### config.mk
export PLATFORM = sky130hd
export DESIGN_NAME = cb_mode_switch_seq
export DESIGN_NICKNAME = d
export VERILOG_FILES = /design/src/rtl/cb_mode_switch_seq.sv
export SDC_FILE = /design/constraint.sdc
export NUM_CORES = 1
export LEC_CHECK = 0
export ABC_AREA = 1
export BUFFER_PORTS_ARGS = -buffer_cell sky130_fd_sc_hd__buf_2
export CORE_AREA = 2 2 72 60
export CTS_CLUSTER_DIAMETER = 120
export DETAILED_ROUTE_END_ITERATION = 8
export DIE_AREA = 0 0 74 62
export HOLD_SLACK_MARGIN = 0.05
export PLACE_DENSITY = 0.69
export SYNTH_ARGS = -nofsm -noshare
export SYNTH_HDL_FRONTEND = slang
export SYNTH_SLANG_ARGS = --single-unit
### constraint.sdc
create_clock -name clk_i -period 1.9 [get_ports clk_i]
set_input_delay 0.19 -clock clk_i [delete_from_list [all_inputs] [get_ports clk_i]]
set_output_delay 0.19 -clock clk_i [all_outputs]
set_load 0.005 [all_outputs]
### src/rtl/cb_mode_switch_seq.sv
// Purpose: sequences a safe-mode reconfiguration: halt all harts, apply mode/config, resume, await software end.
// Latency: launch-to-done minimum 1+1+SYNC_CYCLES+1+1+1 cycles with harts answering in one cycle.
// Backpressure: start edges outside IDLE are dropped (no queuing); HALT/RESUME bounded by TIMEOUT_CYCLES -> ERROR.
module cb_mode_switch_seq #(
  parameter int NHARTS         = 3,
  parameter int SYNC_CYCLES    = 4,
  parameter int TIMEOUT_CYCLES = 1024
) (
  input  logic              clk_i,
  input  logic              rst_ni,
  input  logic              start_i,
  input  logic              safe_mode_i,
  input  logic [1:0]        safe_config_i,
  input  logic [2:0]        master_core_i,
  input  logic [NHARTS-1:0] debug_mode_i,
  input  logic [NHARTS-1:0] sleep_i,
  input  logic              end_sw_i,
  input  logic              err_clear_i,
  output logic [NHARTS-1:0] debug_req_o,
  output logic              safe_mode_o,
  output logic [1:0]        safe_config_o,
  output logic [2:0]        master_core_o,
  output logic              busy_o,
  output logic              done_o,
  output logic              error_o,
  output logic [2:0]        state_o
);

  // Counter covers both the halt/resume timeout window and the sync hold window.
  localparam int            CNT_MAX   = (TIMEOUT_CYCLES > SYNC_CYCLES) ? TIMEOUT_CYCLES : SYNC_CYCLES;
  localparam int            CW        = $clog2(CNT_MAX + 1);
  localparam logic [CW-1:0] TO_LAST   = CW'(TIMEOUT_CYCLES - 1);
  localparam logic [CW-1:0] SYNC_LAST = CW'(SYNC_CYCLES - 1);
  localparam logic [CW-1:0] CNT_SAT   = CW'(CNT_MAX);

  typedef enum logic [2:0] {
    ST_IDLE   = 3'd0,
    ST_HALT   = 3'd1,
    ST_APPLY  = 3'd2,
    ST_RESUME = 3'd3,
    ST_RUN    = 3'd4,
    ST_DONE   = 3'd5,
    ST_ERROR  = 3'd6
  } state_t;

  state_t            r_state;
  logic              r_start_q;
  logic [CW-1:0]     r_cnt;
  logic              r_shadow_mode;
  logic [1:0]        r_shadow_cfg;
  logic [2:0]        r_shadow_master;
  logic [NHARTS-1:0] r_debug_req;
  logic              r_safe_mode;
  logic [1:0]        r_safe_cfg;
  logic [2:0]        r_master;
  logic              r_done;
  logic              r_error;

  logic              w_launch;
  logic              w_all_halted;
  logic              w_any_halted;
  logic              w_all_asleep;
  logic [CW-1:0]     w_cnt_inc;

  assign w_launch     = start_i & ~r_start_q;
  assign w_all_halted = &debug_mode_i;
  assign w_any_halted = |debug_mode_i;
  assign w_all_asleep = &sleep_i;
  // Saturating increment: the counter parks at its maximum instead of wrapping.
  assign w_cnt_inc    = (r_cnt == CNT_SAT) ? r_cnt : r_cnt + CW'(1);

  // Start level delayed by one cycle for rising-edge detection, tracked in every state.
  always_ff @(posedge clk_i or negedge rst_ni) begin
    if (!rst_ni) begin
      r_start_q <= 1'b0;
    end else begin
      r_start_q <= start_i;
    end
  end

  // Sequencer FSM; debug request, applied config, done and error are all registered here.
  always_ff @(posedge clk_i or negedge rst_ni) begin
    if (!rst_ni) begin
      r_state         <= ST_IDLE;
      r_cnt           <= '0;
      r_shadow_mode   <= 1'b0;
      r_shadow_cfg    <= '0;
      r_shadow_master <= '0;
      r_debug_req     <= '0;
      r_safe_mode     <= 1'b0;
      r_safe_cfg      <= '0;
      r_master        <= '0;
      r_done          <= 1'b0;
      r_error         <= 1'b0;
    end else begin
      r_done <= 1'b0;
      case (r_state)
        ST_IDLE: begin
          if (w_launch) begin
            r_shadow_mode   <= safe_mode_i;
            r_shadow_cfg    <= safe_config_i;
            r_shadow_master <= master_core_i;
            r_cnt           <= '0;
            r_debug_req     <= '1;
            r_state         <= ST_HALT;
          end
        end
        ST_HALT: begin
          // All-halted wins over timeout when both land in the same cycle.
          if (w_all_halted) begin
            r_cnt       <= '0;
            r_safe_mode <= r_shadow_mode;
            r_safe_cfg  <= r_shadow_cfg;
            r_master    <= r_shadow_master;
            r_state     <= ST_APPLY;
          end else if (r_cnt == TO_LAST) begin
            r_cnt       <= '0;
            r_debug_req <= '0;
            r_error     <= 1'b1;
            r_state     <= ST_ERROR;
          end else begin
            r_cnt <= w_cnt_inc;
          end
        end
        ST_APPLY: begin
          // Harts stay halted while the new configuration settles in the wrapper.
          if (r_cnt == SYNC_LAST) begin
            r_cnt       <= '0;
            r_debug_req <= '0;
            r_state     <= ST_RESUME;
          end else begin
            r_cnt <= w_cnt_inc;
          end
        end
        ST_RESUME: begin
          if (!w_any_halted) begin
            r_cnt   <= '0;
            r_state <= ST_RUN;
          end else if (r_cnt == TO_LAST) begin
            r_cnt   <= '0;
            r_error <= 1'b1;
            r_state <= ST_ERROR;
          end else begin
            r_cnt <= w_cnt_inc;
          end
        end
        ST_RUN: begin
          if (end_sw_i && w_all_asleep) begin
            r_done  <= 1'b1;
            r_state <= ST_DONE;
          end
        end
        ST_DONE: begin
          r_state <= ST_IDLE;
        end
        ST_ERROR: begin
          // Applied outputs are left untouched; only an explicit clear leaves this state.
          if (err_clear_i) begin
            r_error <= 1'b0;
            r_state <= ST_IDLE;
          end
        end
        default: begin
          r_cnt       <= '0;
          r_debug_req <= '0;
          r_error     <= 1'b0;
          r_state     <= ST_IDLE;
        end
      endcase
    end
  end

  assign debug_req_o   = r_debug_req;
  assign safe_mode_o   = r_safe_mode;
  assign safe_config_o = r_safe_cfg;
  assign master_core_o = r_master;
  assign done_o        = r_done;
  assign error_o       = r_error;
  assign state_o       = r_state;
  assign busy_o        = (r_state == ST_HALT)   || (r_state == ST_APPLY) ||
                         (r_state == ST_RESUME) || (r_state == ST_RUN)   ||
                         (r_state == ST_DONE);

endmodule

==> reports/results.md <==
| Stage | Result | This run |
|---|---|---|
| detailed routing | Mean number of vias per cell | 5.02 |
| detailed routing | Total routed wirelength | 4080 um |
| sta | Final critical delay including setup and external delays | 1650 ps |
| setup path | Worst path bufs/invs | 3 |
| floorplan | Die Wd | 74 um |
| sta | Final count of pins violating max slew | 0 |
| global routing | Wire length of the first global-routing pass | 6840 um |
| global routing | Initial antenna violation count | 0 |
| cts | CTS Sinks | 30 |
| detailed routing | Antenna-violating nets left | 0 |
| logic synthesis | YS warnings | 0 |
| sta | Setup_tns | 0 ps |
| floorplan | Cell Rows | 21 |
| finish | Most frequent cells in the layout | nand2_1, nor2_1, buf_2 |
| global routing | Total routing resource utilization after global routing | 0.200 |
| power | IR drop worst, VDD | 972 uV |
| global routing | Grt total ovfl | 0 |
| global routing | M1 GR Usage | 0.275 |
| setup path | Crit path kind | register to register |
| floorplan | Area inside the core boundary | 3970 um^2 |
| logic synthesis | Mean cell area of the mapped netlist | 7.60 um^2 |
| hold path | Type of the most critical hold path | input port to register |
| cts | # Post-CTS Setup Buffers | 0 |
| cts | Root buf cell | clkbuf_8 |
| logic synthesis | Sequential fraction of the synthesis area | 0.415 |
| cts | Hold-fix buffers, CTS | 1 |
| detailed routing | Detailed Route Iter0 Violations | 99 |
| floorplan | Die height | 62 um |
| sta | Transition at the pin with the smallest max-transition slack | 677 ps |
| floorplan | Number of placed I/O pins | 32 |
| sta | Number of hold violations in the final report | 0 |
| global routing | Highest-utilization routing layer at the global route stage | met2 |
| finish | Post-route cell area | 2140 um^2 |
| status | Result of the run | finished clean |
| finish | Area added between synthesis and finish | 18.2% |
| cts | Deepest clock path buffer count | 2 |
| detailed routing | Detail-routed net length per standard cell | 12.2 um |
| sta | Period utilization | 0.867 |
| detailed routing | DRT Pass-1 Iters | 4 |
| finish | Net total in the final layout | 294 |
| cts | Clock-pin slew on the worst setup and hold paths | 60 ps |
| sta | Setup clock skew after layout | 6.95 ps |
| setup path | Category of the worst setup path capture point | register |
| logic synthesis | Predominant post-synthesis flop cell | dfrtp_1 |
| cts | CTS H-Tree Depth | 2 |
| cts | Worst skew pair latency | 290 ps |
| sta | RSZ-0062 raised after global routing | no |
| setup path | Critical path data arrival time | 1870 ps |
| power | Static leakage | 1.08 nW |
| logic synthesis | Number of synthesized flops with an enable pin | 0 |
| sta | Number of setup violations in the final report | 0 |
| cts | Quantity of gates resized following cts | 0 |
| sta | Worst slew margin relative to its limit | 0.548 |
| setup path | Worst path slowest cell | dfrtp_1 |
| setup path | Cell-by-cell listing of the critical path | inv_4, nand2_2, inv_1, nand2_1, nor2_4, inv_2, o211ai_1, nand2_1, nand2_1 |
| logic synthesis | Number of distinct library cell variants in the gate-level netlist after synthesis | 29 |
| job | Total of max-cap violations | 0 |
| place | Buffers on Ports | 31 |
| floorplan | Die outline area | 4590 um^2 |
| finish | Leading cell type in the layout, fill and taps excluded | nand2_1 |
| logic synthesis | Asr flop ratio synth | 1.00 |
| global routing | Pin count of the biggest net entering global routing | 31 |
| cts | TritonCTS clock tree | done |
| finish | Share of the core filled with cells | 0.539 |
| finish | Share of final-layout standard cells stronger than drive strength 1 | 0.272 |
| logic synthesis | Synthesized area | 1810 um^2 |
| place | RD Place Congestion | 0.940 |
| global routing | Via count of the first global-routing pass | 1,494 |
| power | Power density over the cells | 1410 nW/um^2 |
| place | HPWL Detailed | 3000 um |
| logic synthesis | Post-Syn Nets | 257 |
| place | Instance area at placement | 2010 um^2 |
| floorplan | Initial cell density of the core | 0.456 |
| sta | Final-layout worst hold slack | 131 ps |
| global routing | Met3 Resource Use GR | 0.0484 |
| finish | Number of filler instances in the final layout | 384 |
| setup path | Family with the most delay on the worst path | simple AND/OR/NAND/NOR gates |
| cts | Total clock buffers created by CTS | 5 |
| global routing | M2 GR Usage | 0.293 |
| setup path | WP data required | 2120 ps |
| setup path | Largest driver fanout on the critical path | 9 |
| setup path | Most frequent cell on the critical path | nand2_1 |
| setup path | Crit path launch type | register |
| logic synthesis | Number of register bits inferred by synthesis | 30 |
| setup path | Worst path max stage delay | 520 ps |
| detailed routing | Vias | 1,673 |
| finish | N_diodes | 0 |
| detailed routing | DRC errors left | 0 |
| sta | Highest attainable clock frequency | 607 MHz |
| logic synthesis | Number of instances in the synthesized netlist | 238 |
logic make-up after synthesis:
kind of cell,after synthesis,share of synthesized area
AOI/OAI and AO/OA,24,0.0802
DFF,30,0.415
adders and majority gates,2,0.0138
muxes,5,0.0311
buffers and inverters,35,0.0837
xor gates and xnor gates,1,0.00484
and+or+nand+nor,141,0.371
stage by stage:
step | instances | setup WS [ps] | power, mW
after floorplan | 238 | 527 | 2.02
after global placement | 323 | 314 | 2.37
after detailed placement | 323 | 282 | 2.39
after CTS | 332 | 267 | 3.03
after global routing | 333 | 120 | 3.29
final | 333 | 252 | 3.01
power breakdown:
group / total (mW) / leakage (nW) / internal [mW] / switching [mW]
sequential: 1.02 / 0.388 / 0.837 / 0.180
clock: 0.635 / 0.0579 / 0.385 / 0.250
combinational: 1.36 / 0.635 / 0.504 / 0.857
total: 3.01 / 1.08 / 1.73 / 1.29
per-layer routing:
metal	vias to the layer above	wire length, um
met3	11	260
met2	54	1810
li1	834	-
met1	774	1930
met5	-	0
met4	0	82
worst paths after layout:
check                      slack (ps)        startpoint            endpoint  cells after the start
min in group asynchronous         500            rst_ni    master_core_o[2]                      2
min                               130  master_core_i[0]  r_shadow_master[0]                      2
max in group asynchronous         960            rst_ni            r_cnt[7]                      2
max                               250        state_o[2]          state_o[1]                      9
max reg2reg                       250        state_o[2]          state_o[1]                      9
min reg2reg                       470  master_core_o[1]    master_core_o[1]                      2
final cells by class:
type	instances	area, um^2	area share
Clock inverter	3	40.0	0.0187
Inverter	32	125	0.0585
Sequential cell	30	751	0.351
Clock buffer	5	68.8	0.0322
Multi-Input combinational cell	173	907	0.424
Timing Repair Buffer	33	175	0.0819
Tap cell	57	71.3	0.0334
state kept, by name (all words and copies together) (netlist names):
register / cells
r_cnt: 11
master_core_o: 3
r_shadow_master: 3
state_o: 3
r_shadow_cfg: 2
safe_config_o: 2
debug_req_o: 1
done_o: 1
error_o: 1
r_shadow_mode: 1
r_start_q: 1
safe_mode_o: 1
cells in the mapped netlist (2+ instances only):
cell type / n / area, um^2
a21oi_1: 6 / 30.0
a21oi_2: 4 / 35.0
and2_0: 2 / 12.5
buf_4: 2 / 15.0
dfrtp_1: 30 / 751
ha_1: 2 / 25.0
inv_1: 26 / 97.6
inv_2: 4 / 15.0
inv_4: 2 / 12.5
mux2_2: 5 / 56.3
nand2_1: 63 / 236
nand2_2: 8 / 50.1
nand2_4: 2 / 22.5
nand3_1: 14 / 70.1
nand3_2: 3 / 30.0
nand4_1: 8 / 50.1
nor2_1: 31 / 116
nor2_2: 2 / 12.5
nor2_4: 3 / 33.8
nor3_1: 2 / 10.0
nor3_2: 2 / 20.0
o21ai_0: 9 / 45.0
o21ai_1: 2 / 10.0
Note: power is estimated with default switching activity, not from simulation.
